File: src/rtl/lfsr_prbs_engine.sv
// Fibonacci-LFSR PRBS generator / self-synchronising checker.
// Generate mode emits a seeded pattern; check mode hunts for alignment on the
// received stream, verifies it, declares lock and counts errored bits.
module lfsr_prbs_engine #(
  parameter int unsigned Width          = 16,
  parameter logic [31:0] Taps           = 32'h0000_B400,
  parameter int unsigned Bits_Per_Clock = 1,
  parameter int unsigned Err_Cnt_Width  = 16,
  parameter int unsigned Lock_Count     = 8,
  parameter int unsigned Lose_Count     = 4
) (
  input  logic                      Clock,
  input  logic                      ares_L,
  input  logic                      mode,
  input  logic                      ld_en,
  input  logic [Width-1:0]          Seed_Data_In,
  input  logic                      shift_en,
  input  logic [Bits_Per_Clock-1:0] Rx_Data_In,
  input  logic                      clr_err,
  output logic [Bits_Per_Clock-1:0] PRBS_Data_Out,
  output logic [Width-1:0]          State_Out,
  output logic                      locked,
  output logic                      err_flag,
  output logic [Err_Cnt_Width-1:0]  Err_Count
);

  localparam logic [Width-1:0] TapMask = Taps[Width-1:0];
  localparam int unsigned FW = $clog2(Width + Bits_Per_Clock + 1);
  localparam int unsigned GW = $clog2(Lock_Count + 1);
  localparam int unsigned BW = $clog2(Lose_Count + 1);
  localparam int unsigned SW = Err_Cnt_Width + 7;

  typedef enum logic [1:0] {HUNT, VERIFY, LOCKED} chk_state_e;

  chk_state_e               state_q;
  logic [Width-1:0]         s_q;
  logic [Bits_Per_Clock-1:0] prbs_q;
  logic                     locked_q;
  logic                     err_flag_q;
  logic [Err_Cnt_Width-1:0] err_cnt_q;
  logic                     mode_q;
  logic [FW-1:0]            fill_q;
  logic [GW-1:0]            good_q;
  logic [BW-1:0]            bad_q;

  logic [Width-1:0]          chain_s;
  logic                      fb_bit;
  logic [Bits_Per_Clock-1:0] sh_acc;
  logic [Bits_Per_Clock-1:0] fb_acc;
  logic [Width-1:0]          adv_s;
  logic [Width-1:0]          hunt_s;
  logic [Bits_Per_Clock-1:0] mismatch;
  logic [6:0]                pop_cnt;
  logic [SW-1:0]             cnt_sum;
  logic [Err_Cnt_Width-1:0]  cnt_inc;
  logic [FW-1:0]             fill_sum;
  logic                      mode_chg;

  // Chain B single steps; each sub-step applies the all-zero auto-start.
  // The feedback bits double as the checker's prediction of the next B
  // received bits, since a matched step appends exactly those bits to s.
  always_comb begin
    chain_s = s_q;
    fb_bit  = 1'b0;
    sh_acc  = '0;
    fb_acc  = '0;
    for (int unsigned k = 0; k < Bits_Per_Clock; k++) begin
      fb_bit  = (chain_s == '0) ? 1'b1 : ^(chain_s & TapMask);
      sh_acc  = (sh_acc << 1) | Bits_Per_Clock'(chain_s[Width-1]);
      fb_acc  = (fb_acc << 1) | Bits_Per_Clock'(fb_bit);
      chain_s = {chain_s[Width-2:0], fb_bit};
    end
    adv_s = chain_s;
  end

  generate
    if (Bits_Per_Clock >= Width) begin : g_hunt_full
      // Received word replaces the whole state.
      always_comb hunt_s = Rx_Data_In[Width-1:0];
    end else begin : g_hunt_part
      // Received bits are appended below the surviving state bits.
      always_comb hunt_s = {s_q[Width-1-Bits_Per_Clock:0], Rx_Data_In};
    end
  endgenerate

  // Error accounting and counter arithmetic for the FSM.
  always_comb begin
    mismatch = fb_acc ^ Rx_Data_In;
    pop_cnt  = 7'($countones(mismatch));
    cnt_sum  = SW'(err_cnt_q) + SW'(pop_cnt);
    cnt_inc  = (cnt_sum > SW'({Err_Cnt_Width{1'b1}})) ? '1 : cnt_sum[Err_Cnt_Width-1:0];
    fill_sum = fill_q + FW'(Bits_Per_Clock);
    mode_chg = mode ^ mode_q;
  end

  // LFSR state, checker FSM and all registered outputs.
  always_ff @(posedge Clock or negedge ares_L) begin
    if (!ares_L) begin
      state_q    <= HUNT;
      s_q        <= '0;
      prbs_q     <= '0;
      locked_q   <= 1'b0;
      err_flag_q <= 1'b0;
      err_cnt_q  <= '0;
      mode_q     <= 1'b0;
      fill_q     <= '0;
      good_q     <= '0;
      bad_q      <= '0;
    end else begin
      err_flag_q <= 1'b0;
      mode_q     <= mode;
      if (mode_chg) begin
        state_q  <= HUNT;
        fill_q   <= '0;
        good_q   <= '0;
        bad_q    <= '0;
        locked_q <= 1'b0;
      end else if (ld_en) begin
        s_q      <= Seed_Data_In;
        fill_q   <= '0;
        good_q   <= '0;
        bad_q    <= '0;
        locked_q <= 1'b0;
        state_q  <= mode ? VERIFY : HUNT;
      end else if (shift_en) begin
        prbs_q <= sh_acc;
        if (!mode) begin
          s_q <= adv_s;
        end else begin
          case (state_q)
            HUNT: begin
              s_q <= hunt_s;
              if (fill_sum >= FW'(Width)) begin
                state_q <= VERIFY;
                fill_q  <= '0;
                good_q  <= '0;
              end else begin
                fill_q <= fill_sum;
              end
            end
            VERIFY: begin
              if (mismatch == '0) begin
                s_q <= adv_s;
                if (good_q == GW'(Lock_Count - 1)) begin
                  state_q  <= LOCKED;
                  locked_q <= 1'b1;
                  good_q   <= '0;
                  bad_q    <= '0;
                end else begin
                  good_q <= good_q + GW'(1);
                end
              end else begin
                s_q     <= hunt_s;
                state_q <= HUNT;
                fill_q  <= FW'(Bits_Per_Clock);
                good_q  <= '0;
              end
            end
            LOCKED: begin
              s_q <= adv_s;
              if (mismatch != '0) begin
                err_flag_q <= 1'b1;
                err_cnt_q  <= cnt_inc;
                if (bad_q == BW'(Lose_Count - 1)) begin
                  state_q  <= HUNT;
                  locked_q <= 1'b0;
                  fill_q   <= '0;
                  bad_q    <= '0;
                end else begin
                  bad_q <= bad_q + BW'(1);
                end
              end else begin
                bad_q <= '0;
              end
            end
            default: state_q <= HUNT;
          endcase
        end
      end
      if (clr_err) err_cnt_q <= '0;
    end
  end

  assign PRBS_Data_Out = prbs_q;
  assign State_Out     = s_q;
  assign locked        = locked_q;
  assign err_flag      = err_flag_q;
  assign Err_Count     = err_cnt_q;

endmodule
File: config.mk
export PLATFORM = sky130hd
export DESIGN_NAME = lfsr_prbs_engine
export DESIGN_NICKNAME = d
export VERILOG_FILES = /design/src/rtl/lfsr_prbs_engine.sv
export SDC_FILE = /design/constraint.sdc
export NUM_CORES = 1
export LEC_CHECK = 0
export BUFFER_PORTS_ARGS = -buffer_cell sky130_fd_sc_hd__buf_2
export CORE_UTILIZATION = 55
export DETAILED_ROUTE_END_ITERATION = 16
export HOLD_SLACK_MARGIN = 0.06
export PLACE_DENSITY_LB_ADDON = 0.3
export SLEW_MARGIN = 5
export SYNTH_ARGS = -nofsm -noshare
export SYNTH_HDL_FRONTEND = slang
export SYNTH_SLANG_ARGS = --single-unit
File: constraint.sdc
create_clock -name Clock -period 4.1 [get_ports Clock]
set_clock_uncertainty 0.1 [all_clocks]
set_input_delay 0.82 -clock Clock [delete_from_list [all_inputs] [get_ports Clock]]
set_output_delay 0.82 -clock Clock [all_outputs]
set_load 0.02 [all_outputs]
* Yosys cells after proc, flatten, opt, wreduce, memory -nomap -nowiden
Cells that the tools add are included.
** Operators by class
- Add/sub/neg operators :: 4
- $mul :: 0
- Divide/modulo/power cells :: 0
- $lt $le $gt $ge :: 2
- Eq/ne operators :: 14
- Shift operators :: 0
- Muxes and demuxes :: 66
- Bitwise operators :: 4
- Reductions and logical operators :: 21
** Operator list (number)
- 16-bit 2-to-1 mux :: 11
- 16-bit case mux with 3 select lines :: 1
- 5-bit 2-to-1 mux :: 8
- 4-bit 2-to-1 mux :: 7
- 3-bit 2-to-1 mux :: 8
- 4-bit inequality test (second input constant) :: 6
- 2-bit 2-to-1 mux :: 9
- 6-bit AND reduction :: 3
- 16-bit by 1-bit adder with 17-bit output :: 1
- 17-bit by 16-bit greater-than comparator with 1-bit output (second input constant) :: 1
- 1-bit 2-to-1 mux :: 17
- 16-bit logical NOT :: 1
- 16-bit parity :: 1
- 5-bit case mux with 3 select lines :: 1
- 2-bit nonzero test :: 5
- 4-bit case mux with 2 select lines :: 1
- 4-bit nonzero test :: 2
- 7-bit AND reduction :: 1
- 2-bit case mux with 3 select lines :: 1
- 3-bit case mux with 2 select lines :: 1
- 3-bit AND reduction :: 2
- 3-bit nonzero test :: 2
- 5-bit by 1-bit adder with 5-bit output (second input constant) :: 1
- 5-bit greater-or-equal comparator (second input constant) :: 1
- 17 further kinds :: 19
** Word-level totals
- Register bits :: 50
- Latch bits :: 0
- RAM bits :: 0
- Bits in read-only memories :: 0
- Bits of input ports :: 23
- Output and inout bits :: 35
- Memories :: 0

* Logic depth before layout (Yosys ltp)
- Depth after elaboration :: 13
- Gate-level depth with buffers :: 11

* Worst setup path before layout
No wires, ideal clock.
- Path type :: register -> register
- Start point :: register s_q[12] (netlist: State_Out[12])
- End point :: register good_q[3]
- Setup time :: 0.092 ns
- Arrival :: 3.019 ns
- Data required time :: 3.908 ns
- Path slack :: 0.889 ns
- Cell stages (with the launch flop) :: 10
- Path buffers :: 1
- Period minus slack after synthesis :: 3.211 ns
- Path through :: dfrtp_1 -> inv_1 -> ha_1 -> xor3_1 -> a41o_1 -> ha_1 -> or4_1 -> buf_2 -> or3_4 -> o31ai_2
** On the way
- Word-level cells in the longest chain between the ends :: 9
- Elaborated cells on any way between the ends :: 10
- Those cells by class :: 7 x mux; 1 x bitwise; 2 x reduce/logical
** Ends and longest elaborated chain
- start, declared :: line 36 : logic [Width-1:0] s_q;
- start signal, assigned :: line 119 : s_q <= Seed_Data_In;
- start signal, assigned :: line 128 : s_q <= adv_s;
- start signal, assigned :: line 132 : s_q <= hunt_s;
- 16-bit parity or 16-bit logical NOT (tied branches) :: line 68 : fb_bit = (chain_s == '0) ? 1'b1 : ^(chain_s & TapMask);
- 1-bit 2-to-1 mux (*) :: line 68
- 1-bit bitwise XOR (*) :: line 88 : mismatch = fb_acc ^ Rx_Data_In;
- 4-bit 2-to-1 mux (*) :: line 142 : if (mismatch == '0) begin
- 4-bit case mux with 2 select lines (*) :: line 130 : case (state_q)
- 4-bit 2-to-1 mux (*) :: line 127 : if (!mode) begin
- 4-bit 2-to-1 mux (*) :: line 125 : end else if (shift_en) begin
- 4-bit 2-to-1 mux (*) :: line 118 : end else if (ld_en) begin
- 4-bit 2-to-1 mux (*) :: line 112 : if (mode_chg) begin
- end signal, assigned :: line 150 : good_q <= good_q + GW'(1);
- end, declared :: line 43 : logic [GW-1:0] good_q;
Every way passes the cells marked *; elsewhere a longest branch is shown, timed or not. The select of a mux whose other input is x is not followed.
A chain may end at the register's enable or synchronous reset.

* Worst setup path after layout
- Start point :: register s_q[12] (netlist: State_Out[12])
- End point :: register err_cnt_q[11] (netlist: Err_Count[11])
** On the way
- Word-level cells in the longest chain between the ends :: 13
- Elaborated cells on any way between the ends :: 16
- Those cells by class :: 1 x add/sub; 1 x order compare; 9 x mux; 1 x bitwise; 4 x reduce/logical
** Ends and longest elaborated chain
- 16-bit parity or 16-bit logical NOT (tied branches) :: line 68
- 1-bit 2-to-1 mux (*) :: line 68
- 1-bit bitwise XOR (*) :: line 88
- 16-bit by 1-bit adder with 17-bit output :: line 90 : cnt_sum = SW'(err_cnt_q) + SW'(pop_cnt);
- 17-bit by 16-bit greater-than comparator with 1-bit output :: line 91 : cnt_inc = (cnt_sum > SW'({Err_Cnt_Width{1'b1}})) ? '1 : cnt_sum[Err_Cnt_Width-1:0];
- 16-bit 2-to-1 mux :: line 91
- 16-bit 2-to-1 mux :: line 161 : if (mismatch != '0) begin
- 16-bit 2-to-1 mux :: line 130
- 16-bit 2-to-1 mux :: line 127
- 16-bit 2-to-1 mux :: line 125
- 16-bit 2-to-1 mux :: line 118
- 16-bit 2-to-1 mux :: line 112
- 16-bit 2-to-1 mux :: line 180 : if (clr_err) err_cnt_q <= '0;
- end signal, assigned :: line 163 : err_cnt_q <= cnt_inc;
- end, declared :: line 40 : logic [Err_Cnt_Width-1:0] err_cnt_q;
Marked as above.

==> results.toml <==
[run_status]
status = "finished, final reports clean"

[synth]
syn_area_um2 = 2845
synth_common_cells = "dfrtp_1, nor2_1, a21oi_1, mux2i_1"
postSynthNetCount = 331
syn_inst = 296
synthMostInstantiatedCell = "dfrtp_1"
synthFlopType = "dfrtp_1"
synth_area_leaders = "dfrtp_1, mux2i_1, ha_1"
yosysSeqAreaShare_pct = 43.98
ys_types = 56
syn_area_per_cell_um2 = 9.612
synth_edf_count = 0
yosysWarnings = 0
ys_async_sr_fraction_pct = 100.0
synth_top_area_share_pct = 43.98
yosysTopAreaCell = "dfrtp_1"
synth-seq-cells = 50

[clock_tree]
cts_setup_buffers = 0
cts_tree = "done"
h-tree-depth = 2
clk_latency_ps = 310
postCtsHoldBufs = 0
clk_pin_slew_worst_paths_ps = 100
root_buffer = "clkbuf_8"
cts_resized = 0
numCtsBuffers = 5
clockBufferDepth = 2
cts.sinks = 50

[drt]
drt_iter0_drc = 115
drc = 0
first_pass_iters = 4
post_drt_wl_per_cell_um = 14.30
viasPerCell = 5.736
wl_mm = 5.948
drtAntennaViolNets = 0
vias = 2386

[sta]
setup_tns_ps = 0
fmax_ghz = 0.2837
min_period_ps = 3525
finalHoldViolations = 0
setup_viol = 0
slew_headroom_pct = 27.96
max_slew.worst_pin.slew_ps = 1081
setup_ws_ps = 575.2
drv_slew = 0
rsz0062_at_grt = "no"
fin_crit_sh_pct = 85.97

[layout]
drive_gt1_share_pct = 22.35
antenna_cells = 0
layout.nets = 383
synthToLayoutAreaGrowth_pct = 16.14
design_area_um2 = 3304
nFillCells = 380

[global_routing]
grt_pass1_wl_mm = 10.36
grt_pass1_vias = 2278
grt-ovfl-total = 0
grtUsageTotal_pct = 24.49
grt_start_max_net_pins = 51
antenna_found_initial = 0

[floorplan]
io_pins = 58
initial_core_util_pct = 58.68
die_x_um = 73.93
core_um2 = 4848
die_y_um = 73.93
num_rows = 25
dieArea_um2 = 5465

[critical_path]
cp.required_ps = 4220
worst_ep_arrival_time_ps = 3650
cp-end-kind = "register"
r2r_end = "Err_Count[11]"
crit_path_max_fanout = 11
r2r-start = "State_Out[12]"
r2r_cells = 10
critPathKind = "reg -> reg"
crit_path_start = "State_Out[12]"
startpoint_type = "register"
rrSetupSlack_ps = 580

[pwr]
power.leakage_nw = 1.594
peakVddDrop_mv = 0.2674
power_density_nw_per_um2 = 434.1

[min_path]
hold_start = "good_q[0]"
hold_path.class = "reg -> reg"
holdPathEnd = "good_q[0]"
whs_path_depth = 1

[place]
hpwlAfterDp_mm = 4.151
place.gp.congestion = 0.8109
place_area_um2 = 3167
dp_slack_ps = 610.6
portBuffers = 57

[job]
maxCapViolCount = 0
[layout by cell type (no fill, tap or decap), types with 3 or more instances in the layout]
cell / synthesis / routed
buf_2: 2 / 57
dfrtp_1: 50 / 50
nor2_1: 33 / 33
a21oi_1: 25 / 25
mux2i_1: 19 / 19
inv_1: 12 / 12
nand2_1: 12 / 12
nand3_1: 12 / 12
o21ai_0: 12 / 12
ha_1: 12 / 12
nor3_1: 9 / 9
a211oi_1: 9 / 9
and4_1: 6 / 6
and3_1: 6 / 6
clkbuf_8: 0 / 5
nand4_1: 4 / 4
a31oi_1: 4 / 4
nor4_1: 3 / 3
mux2_2: 3 / 3
nand2b_1: 3 / 3
o31ai_1: 3 / 3
o21a_1: 3 / 3
[worst max-delay path by stage]
stage / endpoint / slack, ps / depth (start not counted)
after floorplan: good_q[3] / 890 / 9
after global placement: Err_Count[11] / 640 / 10
after detailed placement: Err_Count[11] / 610 / 10
after CTS: Err_Count[11] / 560 / 10
after global routing: Err_Count[11] / 250 / 10
final: Err_Count[11] / 580 / 10
[through the flow]
step | power (mW) | instances | utilization, % | hold WS [ps]
after floorplan | 0.8979 | 296 | - | 371.4
after global placement | 1.016 | 408 | 65.32 | 397.6
after detailed placement | 1.027 | 408 | 65.32 | 396.7
after CTS | 1.444 | 416 | 68.15 | 417.8
after global routing | 1.512 | 416 | 68.15 | 430.4
final | 1.434 | 416 | 68.15 | 417.8
[cell families after synthesis]
group,after synthesis,synth area share (%)
adders and majority gates,12,5.277
buffers and inverters,26,3.782
DFF,50,43.98
AOI/OAI and AO/OA,75,17.24
and+or+nand+nor,107,20.10
muxes,22,7.871
xor gates and xnor gates,4,1.759
[power by group]
| part | internal [mW] | total [mW] | switching, mW |
|---|---|---|---|
| Clock | 0.244 | 0.416 | 0.171 |
| Sequential | 0.546 | 0.602 | 0.0559 |
| Combinational | 0.167 | 0.417 | 0.250 |
| Total | 0.958 | 1.43 | 0.477 |
[routing by layer]
| metal | global-route usage [%] | vias to the layer above | share of wire (%) |
|---|---|---|---|
| met5 | 0 | - | 0 |
| met4 | 8.333 | 0 | 1.3 |
| met3 | 3.429 | 7 | 3.7 |
| met2 | 41.52 | 53 | 48 |
| met1 | 32.13 | 1137 | 47 |
| li1 | - | 1189 | - |
[registers in the layout, indices dropped and copies added, names as in the netlist]
signal and flops:
Err_Count 16, PRBS_Data_Out 1, State_Out 16, bad_q 3, err_flag 1, fill_q 5, good_q 4, locked 1
mode_q 1, state_q 2
[area by class of cell]
class,instances,area (µm²),area share (%)
multi-input combinational,220,1486,44.98
sequential,50,1251,37.86
timing repair buffer,59,300.3,9.087
tap,67,83.83,2.537
clock buffer,5,68.82,2.083
clock inverter,3,68.82,2.083
inverter,12,45.04,1.363
[worst max-delay path: stages, from the launching register on]
cell	delay [ps]
dfrtp_1	390
inv_1	50
ha_1	270
xor3_1	390
a41o_1	250
ha_1	470
ha_1	240
and3_1	350
nand3_1	360
and4_1	340
a211oi_1	220
Power figures use the tool's default switching activity.
